--- src/rtl/control_sequencer_if.sv ---
`default_nettype none
// ============================================================================
// Module      : control_sequencer_if
// Description : Bundle between the hardwired control sequencer and
//               CPU_Datapath.
//               master : sequencer side (drives strobes, reads IR/CON_FF_Out)
//               slave  : datapath side (drives IR/CON_FF_Out, reads strobes)
//               Signals: IR[31:0], CON_FF_Out, twenty 1-bit datapath strobes,
//                        ALUSelection[4:0], Run, illegal_op.
// Revision    : 1.0 - initial release
// ============================================================================
interface control_sequencer_if;
  logic [31:0] IR;
  logic        CON_FF_Out;
  logic        PCout, PCin, IncPC, MARin, Zin, ZLowout, MDRin, MDRread, MDRout, IRin;
  logic        Yin, Cout, Gra, Grb, Grc, Rin, Rout, BAout, CON_FF_In, wren;
  logic [4:0]  ALUSelection;
  logic        Run;
  logic        illegal_op;

  modport master (
    input  IR, CON_FF_Out,
    output PCout, PCin, IncPC, MARin, Zin, ZLowout, MDRin, MDRread, MDRout, IRin,
           Yin, Cout, Gra, Grb, Grc, Rin, Rout, BAout, CON_FF_In, wren,
           ALUSelection, Run, illegal_op
  );

  modport slave (
    output IR, CON_FF_Out,
    input  PCout, PCin, IncPC, MARin, Zin, ZLowout, MDRin, MDRread, MDRout, IRin,
           Yin, Cout, Gra, Grb, Grc, Rin, Rout, BAout, CON_FF_In, wren,
           ALUSelection, Run, illegal_op
  );
endinterface
`default_nettype wire

--- src/rtl/control_sequencer.sv ---
`default_nettype none
// ============================================================================
// Module      : control_sequencer
// Description : Hardwired control unit for CPU_Datapath. Sequences fetch
//               (T0-T2) and execute (T3-T7) for ld, ldi, st, addi, andi, ori,
//               br, nop and halt, decoding the opcode from IR[31:27].
// Ports       : clk           - system clock, rising edge
//               clr           - synchronous active-high reset
//               ctrl (master) - IR / CON_FF_Out in; strobes, ALUSelection,
//                               Run, illegal_op out
//               retired_count - instructions retired (only with
//                               CU_RETIRE_CNT_EN defined)
// Options     : `define CU_RETIRE_CNT_EN adds the retired-instruction counter.
// Revision    : 1.0 - initial release
// ============================================================================
module control_sequencer #(
  parameter int         MEM_WAIT_CYCLES = 1,
  parameter logic [4:0] ALU_ADD         = 5'b00001,
  parameter logic [4:0] ALU_AND         = 5'b00101,
  parameter logic [4:0] ALU_OR          = 5'b00110
) (
  input  wire logic              clk,
  input  wire logic              clr,
  control_sequencer_if.master    ctrl
`ifdef CU_RETIRE_CNT_EN
  ,
  output logic [31:0]            retired_count
`endif
);

  localparam int WW = (MEM_WAIT_CYCLES > 0) ? $clog2(MEM_WAIT_CYCLES + 1) : 1;
  localparam logic [WW-1:0] C_WAIT_LOAD = WW'(MEM_WAIT_CYCLES);

  localparam logic [4:0] C_OP_LD   = 5'b00000;
  localparam logic [4:0] C_OP_LDI  = 5'b00001;
  localparam logic [4:0] C_OP_ST   = 5'b00010;
  localparam logic [4:0] C_OP_ADDI = 5'b01100;
  localparam logic [4:0] C_OP_ANDI = 5'b01101;
  localparam logic [4:0] C_OP_ORI  = 5'b01110;
  localparam logic [4:0] C_OP_BR   = 5'b10011;
  localparam logic [4:0] C_OP_NOP  = 5'b11010;
  localparam logic [4:0] C_OP_HALT = 5'b11011;

  typedef enum logic [3:0] {
    S_RESET = 4'd0, S_T0 = 4'd1, S_T1 = 4'd2, S_T2 = 4'd3, S_T3 = 4'd4,
    S_T4 = 4'd5, S_T5 = 4'd6, S_T6 = 4'd7, S_T7 = 4'd8, S_HALT = 4'd9
  } state_t;

  state_t          state_q, state_d;
  logic [WW-1:0]   wait_q, wait_d;
  logic [4:0]      opcode;

  // Opcode is only consulted in T3..T7, so IR changes during fetch are inert.
  assign opcode = ctrl.IR[31:27];

  always_ff @(posedge clk) begin
    if (clr) begin
      state_q <= S_RESET;
      wait_q  <= '0;
    end else begin
      state_q <= state_d;
      wait_q  <= wait_d;
    end
  end

  always_comb begin
    state_d           = state_q;
    wait_d            = wait_q;
    ctrl.PCout        = 1'b0;  ctrl.PCin     = 1'b0;  ctrl.IncPC   = 1'b0;
    ctrl.MARin        = 1'b0;  ctrl.Zin      = 1'b0;  ctrl.ZLowout = 1'b0;
    ctrl.MDRin        = 1'b0;  ctrl.MDRread  = 1'b0;  ctrl.MDRout  = 1'b0;
    ctrl.IRin         = 1'b0;  ctrl.Yin      = 1'b0;  ctrl.Cout    = 1'b0;
    ctrl.Gra          = 1'b0;  ctrl.Grb      = 1'b0;  ctrl.Grc     = 1'b0;
    ctrl.Rin          = 1'b0;  ctrl.Rout     = 1'b0;  ctrl.BAout   = 1'b0;
    ctrl.CON_FF_In    = 1'b0;  ctrl.wren     = 1'b0;
    ctrl.ALUSelection = 5'b0;
    ctrl.Run          = 1'b0;
    ctrl.illegal_op   = 1'b0;

    // During a clr cycle every output stays at its zero default.
    if (!clr) begin
      ctrl.Run = (state_q != S_RESET) && (state_q != S_HALT);
      case (state_q)
        S_RESET: state_d = S_T0;
        S_T0: begin
          {ctrl.PCout, ctrl.MARin, ctrl.IncPC, ctrl.Zin} = 4'hF;
          state_d = S_T1;
          wait_d  = C_WAIT_LOAD;
        end
        S_T1: begin
          {ctrl.ZLowout, ctrl.PCin, ctrl.MDRread, ctrl.MDRin} = 4'hF;
          if (wait_q == '0) state_d = S_T2;
          else              wait_d  = wait_q - 1'b1;
        end
        S_T2: begin
          {ctrl.MDRout, ctrl.IRin} = 2'b11;
          state_d = S_T3;
        end
        S_T3: begin
          state_d = S_T4;
          case (opcode)
            C_OP_LD, C_OP_LDI, C_OP_ST:        {ctrl.Grb, ctrl.BAout, ctrl.Yin} = 3'b111;
            C_OP_ADDI, C_OP_ANDI, C_OP_ORI:    {ctrl.Grb, ctrl.Rout, ctrl.Yin}  = 3'b111;
            C_OP_BR:                           {ctrl.Gra, ctrl.Rout, ctrl.CON_FF_In} = 3'b111;
            C_OP_NOP:                          state_d = S_T0;
            C_OP_HALT:                         state_d = S_HALT;
            default: begin
              ctrl.illegal_op = 1'b1;
              state_d         = S_T0;
            end
          endcase
        end
        S_T4: begin
          state_d = S_T5;
          if (opcode == C_OP_BR) begin
            {ctrl.PCout, ctrl.Yin} = 2'b11;
          end else begin
            {ctrl.Cout, ctrl.Zin} = 2'b11;
            case (opcode)
              C_OP_ANDI: ctrl.ALUSelection = ALU_AND;
              C_OP_ORI:  ctrl.ALUSelection = ALU_OR;
              default:   ctrl.ALUSelection = ALU_ADD;
            endcase
          end
        end
        S_T5: begin
          state_d = S_T0;
          case (opcode)
            C_OP_LD, C_OP_ST: begin
              {ctrl.ZLowout, ctrl.MARin} = 2'b11;
              state_d = S_T6;
              // T6 is a memory step only for ld; loading for st is harmless.
              wait_d  = C_WAIT_LOAD;
            end
            C_OP_BR: begin
              {ctrl.Cout, ctrl.Zin} = 2'b11;
              ctrl.ALUSelection     = ALU_ADD;
              state_d               = S_T6;
            end
            default: {ctrl.ZLowout, ctrl.Gra, ctrl.Rin} = 3'b111;
          endcase
        end
        S_T6: begin
          state_d = S_T0;
          case (opcode)
            C_OP_LD: begin
              {ctrl.MDRread, ctrl.MDRin} = 2'b11;
              if (wait_q == '0) state_d = S_T7;
              else begin
                state_d = S_T6;
                wait_d  = wait_q - 1'b1;
              end
            end
            C_OP_ST: begin
              {ctrl.Gra, ctrl.Rout, ctrl.MDRin} = 3'b111;
              state_d = S_T7;
              wait_d  = C_WAIT_LOAD;
            end
            default: begin
              // Branch taken: the condition flag is sampled in this step.
              ctrl.ZLowout = ctrl.CON_FF_Out;
              ctrl.PCin    = ctrl.CON_FF_Out;
            end
          endcase
        end
        S_T7: begin
          state_d = S_T0;
          if (opcode == C_OP_ST) begin
            ctrl.wren = 1'b1;
            if (wait_q != '0) begin
              state_d = S_T7;
              wait_d  = wait_q - 1'b1;
            end
          end else begin
            {ctrl.MDRout, ctrl.Gra, ctrl.Rin} = 3'b111;
          end
        end
        S_HALT:  state_d = S_HALT;
        default: state_d = S_RESET;
      endcase
    end
  end

`ifdef CU_RETIRE_CNT_EN
  logic [31:0] retired_count_q, retired_count_d;
  logic        retire_evt;

  // Retirement = leaving any execute step for T0; RESET->T0 and HALT entry excluded.
  assign retire_evt = (state_q >= S_T3) && (state_q <= S_T7) && (state_d == S_T0);

  always_comb begin
    retired_count_d = retired_count_q;
    if (retire_evt) retired_count_d = retired_count_q + 32'd1;
  end

  always_ff @(posedge clk) begin
    if (clr) retired_count_q <= '0;
    else     retired_count_q <= retired_count_d;
  end

  assign retired_count = retired_count_q;
`endif

endmodule
`default_nettype wire
--- src/flat_wrapper.sv ---
// flat-port wrapper written by rule: the top's interface ports become plain ports
module control_sequencer_flat 
#(
  parameter int         MEM_WAIT_CYCLES = 1,
  parameter logic [4:0] ALU_ADD         = 5'b00001,
  parameter logic [4:0] ALU_AND         = 5'b00101,
  parameter logic [4:0] ALU_OR          = 5'b00110
)
  (clk, clr, ctrl_IR, ctrl_CON_FF_Out, ctrl_PCout, ctrl_PCin, ctrl_IncPC, ctrl_MARin, ctrl_Zin, ctrl_ZLowout, ctrl_MDRin, ctrl_MDRread, ctrl_MDRout, ctrl_IRin, ctrl_Yin, ctrl_Cout, ctrl_Gra, ctrl_Grb, ctrl_Grc, ctrl_Rin, ctrl_Rout, ctrl_BAout, ctrl_CON_FF_In, ctrl_wren, ctrl_ALUSelection, ctrl_Run, ctrl_illegal_op);
  control_sequencer_if ctrl_i ();
  input  wire logic clk;
  input  wire logic clr;
  input wire logic [$bits(ctrl_i.IR)-1:0] ctrl_IR;
  input wire logic [$bits(ctrl_i.CON_FF_Out)-1:0] ctrl_CON_FF_Out;
  output wire logic [$bits(ctrl_i.PCout)-1:0] ctrl_PCout;
  output wire logic [$bits(ctrl_i.PCin)-1:0] ctrl_PCin;
  output wire logic [$bits(ctrl_i.IncPC)-1:0] ctrl_IncPC;
  output wire logic [$bits(ctrl_i.MARin)-1:0] ctrl_MARin;
  output wire logic [$bits(ctrl_i.Zin)-1:0] ctrl_Zin;
  output wire logic [$bits(ctrl_i.ZLowout)-1:0] ctrl_ZLowout;
  output wire logic [$bits(ctrl_i.MDRin)-1:0] ctrl_MDRin;
  output wire logic [$bits(ctrl_i.MDRread)-1:0] ctrl_MDRread;
  output wire logic [$bits(ctrl_i.MDRout)-1:0] ctrl_MDRout;
  output wire logic [$bits(ctrl_i.IRin)-1:0] ctrl_IRin;
  output wire logic [$bits(ctrl_i.Yin)-1:0] ctrl_Yin;
  output wire logic [$bits(ctrl_i.Cout)-1:0] ctrl_Cout;
  output wire logic [$bits(ctrl_i.Gra)-1:0] ctrl_Gra;
  output wire logic [$bits(ctrl_i.Grb)-1:0] ctrl_Grb;
  output wire logic [$bits(ctrl_i.Grc)-1:0] ctrl_Grc;
  output wire logic [$bits(ctrl_i.Rin)-1:0] ctrl_Rin;
  output wire logic [$bits(ctrl_i.Rout)-1:0] ctrl_Rout;
  output wire logic [$bits(ctrl_i.BAout)-1:0] ctrl_BAout;
  output wire logic [$bits(ctrl_i.CON_FF_In)-1:0] ctrl_CON_FF_In;
  output wire logic [$bits(ctrl_i.wren)-1:0] ctrl_wren;
  output wire logic [$bits(ctrl_i.ALUSelection)-1:0] ctrl_ALUSelection;
  output wire logic [$bits(ctrl_i.Run)-1:0] ctrl_Run;
  output wire logic [$bits(ctrl_i.illegal_op)-1:0] ctrl_illegal_op;
  assign ctrl_i.IR = ctrl_IR;
  assign ctrl_i.CON_FF_Out = ctrl_CON_FF_Out;
  assign ctrl_PCout = ctrl_i.PCout;
  assign ctrl_PCin = ctrl_i.PCin;
  assign ctrl_IncPC = ctrl_i.IncPC;
  assign ctrl_MARin = ctrl_i.MARin;
  assign ctrl_Zin = ctrl_i.Zin;
  assign ctrl_ZLowout = ctrl_i.ZLowout;
  assign ctrl_MDRin = ctrl_i.MDRin;
  assign ctrl_MDRread = ctrl_i.MDRread;
  assign ctrl_MDRout = ctrl_i.MDRout;
  assign ctrl_IRin = ctrl_i.IRin;
  assign ctrl_Yin = ctrl_i.Yin;
  assign ctrl_Cout = ctrl_i.Cout;
  assign ctrl_Gra = ctrl_i.Gra;
  assign ctrl_Grb = ctrl_i.Grb;
  assign ctrl_Grc = ctrl_i.Grc;
  assign ctrl_Rin = ctrl_i.Rin;
  assign ctrl_Rout = ctrl_i.Rout;
  assign ctrl_BAout = ctrl_i.BAout;
  assign ctrl_CON_FF_In = ctrl_i.CON_FF_In;
  assign ctrl_wren = ctrl_i.wren;
  assign ctrl_ALUSelection = ctrl_i.ALUSelection;
  assign ctrl_Run = ctrl_i.Run;
  assign ctrl_illegal_op = ctrl_i.illegal_op;
  control_sequencer #(.MEM_WAIT_CYCLES(MEM_WAIT_CYCLES), .ALU_ADD(ALU_ADD), .ALU_AND(ALU_AND), .ALU_OR(ALU_OR)) u_core (.clk(clk), .clr(clr), .ctrl(ctrl_i));
endmodule
--- config.mk ---
export PLATFORM = sky130hd
export DESIGN_NAME = control_sequencer_flat
export DESIGN_NICKNAME = d
export VERILOG_FILES = /design/src/rtl/control_sequencer_if.sv /design/src/rtl/control_sequencer.sv /design/src/flat_wrapper.sv
export SDC_FILE = /design/constraint.sdc
export NUM_CORES = 1
export LEC_CHECK = 0
export BUFFER_PORTS_ARGS = -buffer_cell sky130_fd_sc_hd__buf_2
export CAP_MARGIN = 20
export CORE_MARGIN = 2
export CORE_UTILIZATION = 46
export CTS_BUF_LIST = sky130_fd_sc_hd__clkbuf_2 sky130_fd_sc_hd__clkbuf_4 sky130_fd_sc_hd__clkbuf_8
export CTS_CLUSTER_SIZE = 14
export DETAILED_ROUTE_END_ITERATION = 8
export HOLD_SLACK_MARGIN = 0.1
export PLACE_DENSITY = 0.87
export SYNTH_ARGS = -nofsm -noshare
export SYNTH_HDL_FRONTEND = slang
export SYNTH_SLANG_ARGS = --single-unit
--- constraint.sdc ---
create_clock -name clk -period 2.8 [get_ports clk]
set_input_delay 0.28 -clock clk [delete_from_list [all_inputs] [get_ports clk]]
set_output_delay 0.28 -clock clk [all_outputs]
set_load 0.01 [all_outputs]
; Word level (Yosys, flattened, before mapping)
; Cells that the tools add are included.
[word_totals]
regBits = 5
input_bits = 35
output_inout_bits = 27
wordCells = 109
[classes]
add_sub_neg = 1
eq_ne = 22
n_mux = 71
n_reduce_logical = 13
[ops]
columns = cell, count
row1 = two-way mux 1 bit, 44
row2 = case mux 4 bit (10 select lines), 1
row3 = case mux 1 bit (2 select lines), 11
row4 = "equality test 4 x 3 -> 1 bit, second input constant", 4
row5 = two-way mux 4 bit, 4
row6 = case mux 4 bit (2 select lines), 2
row7 = "equality test 5 x 4 -> 1 bit, second input constant", 3
row8 = "equality test 5 bit, second input constant", 3
row9 = two-way mux 5 bit, 2
row10 = case mux 5 bit (2 select lines), 1
row11 = OR reduction 9 bit, 1
row12 = "equality test 4 x 2 -> 1 bit, second input constant", 2
row13 = "equality test 4 bit, second input constant", 2
row14 = OR reduction 7 bit, 1
row15 = case mux 1 bit (3 select lines), 2
row16 = case mux 3 bit (2 select lines), 1
row17 = OR reduction 3 bit, 2
row18 = OR reduction 6 bit, 1
row19 = "equality test 5 x 1 -> 1 bit, second input constant", 1
row20 = "equality test 5 x 2 -> 1 bit, second input constant", 1
row21 = zero test 5 bit, 1
row22 = case mux 1 bit (5 select lines), 1
row23 = nonzero test 5 bit, 1
row24 = "equality test 4 x 1 -> 1 bit, second input constant", 1
row25 = 13 further kinds, 14

; Depth between registers and ports, before layout
[logic_depth]
word_depth = 5
ltp_mapped = 5
ltp_nobuf = 4

; Least setup slack after synthesis
; No wires, ideal clock.
[synth_path]
kind = reg2out
start = register u_core.state_q[2]
end = output port ctrl_Yin
t_arrival_ns = 1.352
required_time_ns = 2.520
path_slack_ns = 1.168
stages_incl_launch_ff = 6
n_path_buf = 2
path_cell_list = dfxtp_1 -> clkbuf_1 -> clkbuf_1 -> nand3b_1 -> nor2_1 -> a21o_1
[synth_via]
elab_chain_cells = 3
elab_cells_between_ends = 4
cone_classes = eq/ne: 2 / mux: 2
[synth_lines]
columns = item, line_no
row1 = from (decl), control_sequencer.sv:49  ; state_t state_q, state_d;
row2 = from (signal assigned), control_sequencer.sv:61  ; state_q <= state_d;
row3 = equality test 4 x 3 -> 1 bit, control_sequencer.sv:83  ; case (state_q)
row4 = case mux 1 bit (2 select lines) (*), control_sequencer.sv:83
row5 = two-way mux 1 bit (*), control_sequencer.sv:81  ; if (!clr) begin
row6 = to (decl), flat_wrapper.sv:25  ; output wire logic [$bits(ctrl_i.Yin)-1:0] ctrl_Yin;
; Every way passes the cells marked *; elsewhere a longest branch is shown, timed or not.

; Final worst setup path
[layout_path]
start = register u_core.state_q[0]
end = output port ctrl_Gra
[layout_via]
elab_chain_cells = 3
elab_cells_between_ends = 6
cone_classes = eq/ne: 4 / mux: 2
[layout_lines]
columns = item, line_no
row1 = equality test 4 bit or equality test 4 x 3 -> 1 bit (tied branches), control_sequencer.sv:83
row2 = case mux 1 bit (4 select lines) (*), control_sequencer.sv:83
row3 = two-way mux 1 bit (*), control_sequencer.sv:81
row4 = to (decl), flat_wrapper.sv:27  ; output wire logic [$bits(ctrl_i.Gra)-1:0] ctrl_Gra;
; Marks and branches as above.

==> metrics.txt <==
status=complete, no violations; Max Cap Viol=0; Core Box Area=0.00176 mm²; Synth area leader=dfxtp_1; Reg clk slew, reported paths=50 ps; synthesis-stage register bit count=5; Worst Hold Class=in -> reg; # H-tree levels=1; via count=1099; # IOs=62; worst endpoint required time=2520 ps; DR pass1 iterations=4; ys flop type=dfxtp_1; setup violators final=0; final net count=202; post-synth top area share=11.3%; CTS max path bufs=2; Die Height=47.8 µm; worst skew pair latency=240 ps; Post-Syn Area=883 µm²; Final Core Density=59.1%; Max Freq=441 MHz; post-cts resize count=0; Logic pwr share=35.1%; Synth area leaders=dfxtp_1, nor2_1, a21oi_1; Yosys Warn Count=0; peak supply drop=0.240 mV; sequential share of the synthesized area=11.3%; crit path time final=2270 ps; Congestion Overflow GR=0; initial antenna violation count=0; Finished Cell Area=0.00104 mm²; Die Span X=47.8 µm; die area=0.00229 mm²; Synth top cells by count=nor2_1, a21oi_1, nand2_1; number of fill cells=180; Cells after Synth=142; kind of critical path=reg -> out; crit share post-route=80.9%; slew margin rel.=50.0%; Via density=5.75; placed instance area=0.00101 mm²; antenna viol nets, final=0; CTS sink cnt=5; drt drc=0; overall power=286 µW; Pleak=0.449 nW; Area growth, synth to finish=18.1%; first-pass GRT wire length=3700 µm; cell with the most instances after synthesis=nor2_1; largest net degree at the start of global routing=25; total wire length=2470 µm; worst hold stages=3; # diodes=0; synth unique cells=41; Crit. End Element=output pin; Pins Over Slew Limit=0; Rows=15; worst-margin pin slew=749 ps; startpoint types=flip-flop; part of the power in registers=32.2%; Sw Share=37.2%; sw power=107 µW; Worst Reg-to-Reg Cells=4; port bufs=31; setup bufs post-CTS=0; CTS Hold Buffers Added=0; PD cells=274 mW/mm²; asr flop ratio synth=0%; setup TNS=0 ps; RSZ-0062 raised after global routing=false; CTS Root Buffer Type=clkbuf_4; CTS buffer count=3; Final Hold Fails=0; Placer Congestion=0.954; Internal=179 µW; Overall Global Routing Usage=22.5%; First DRT Iteration DRCs=43; Final Skew=5.33 ps; crit path DAT=1990 ps; number of synthesized flops with an enable pin=0; layout cells sized above 1=24.1%; vias in the first global route=857; CTS tree=built; placed wire-length estimate=1890 µm; Clock Power Share=32.7%; wire per inst=12.9 µm; Starting Density=50.1%; Syn Area/Cell=6.22 µm²; CP Max Fanout=24
-- final cells by class --
| cell class | count | area [µm²] | share of cell area (%) |
|---|---|---|---|
| Clock buffer | 4 | 30.0 | 2.88 |
| Inverter | 3 | 11.3 | 1.08 |
| Multi-Input combinational cell | 122 | 708 | 67.9 |
| Sequential cell | 5 | 100 | 9.59 |
| Tap cell | 25 | 31.3 | 3.00 |
| Timing Repair Buffer | 32 | 163 | 15.6 |
-- cells in the final DEF (no fill, tap or decap), types with 2 or more instances in the layout --
cell,n
and3_1,2
buf_2,31
nor4_1,3
conb_1,3
inv_1,3
nor2_1,23
clkbuf_4,4
a22oi_1,3
dfxtp_1,5
o21ai_1,3
or2_1,3
o21ai_0,2
a32oi_1,2
nor2b_1,3
a211oi_1,3
xnor2_1,2
o21a_1,4
and2_1,2
a21oi_1,12
nor3b_1,4
a21o_1,4
nand3_1,5
nand2_1,11
nand2b_1,7
nor3_1,6
-- cells by family after synthesis --
| kind of cell | after synthesis | synth area share (%) |
|---|---|---|
| AO/OA/AOI/OAI | 41 | 30.7 |
| XOR/XNOR | 2 | 1.98 |
| buffers and inverters | 17 | 9.35 |
| flip-flops | 5 | 11.3 |
| other | 1 | 0.425 |
| AND/OR/NAND/NOR | 76 | 46.2 |
-- final timing paths --
| path | start | endpoint | slack (ps) |
|---|---|---|---|
| min | clr | u_core.wait_q | 490 |
| max reg2reg | u_core.state_q[0] | u_core.wait_q | 1120 |
| min reg2reg | u_core.state_q[3] | u_core.state_q[0] | 690 |
| max | u_core.state_q[0] | ctrl_Gra | 530 |
-- worst max-delay path: stages (launching register included) --
cell     delay [ps]
dfxtp_1         800
or2_1           300
nor2_1          110
a32oi_1         260
o22ai_1         120
buf_2           150
-- registers in the layout (all words and copies together) (netlist names) --
signal          cells
u_core.state_q      4
u_core.wait_q       1
-- per-stage QoR --
stage                     setup slack [ps]  hold WS (ps)  cells
after global routing                   430           511    191
after CTS                              575           481    191
after floorplan                       1170           445    144
after detailed placement               848           661    187
final                                  534           488    191
after global placement                 889           652    187
-- power groups by stage --
| stage | logic [mW] | registers [mW] | clock network, mW |
|---|---|---|---|
| after floorplan | 0.0858 | 0.0810 | 0 |
| after global placement | 0.0959 | 0.0919 | 0 |
| after detailed placement | 0.0991 | 0.0920 | 0 |
| after CTS | 0.0998 | 0.0907 | 0.0969 |
| after global routing | 0.111 | 0.0925 | 0.105 |
| final | 0.100 | 0.0920 | 0.0936 |
-- layer usage --
metal / share of wire (%) / global-route usage (%) / vias up
met2: 48 / 38.9 / 58
met1: 43 / 29.4 / 485
met5: 0 / 0 / -
met3: 8.7 / 6.04 / 2
li1: - / - / 554
met4: 0.20 / 1.08 / 0
(Power assumes the default switching activity.)
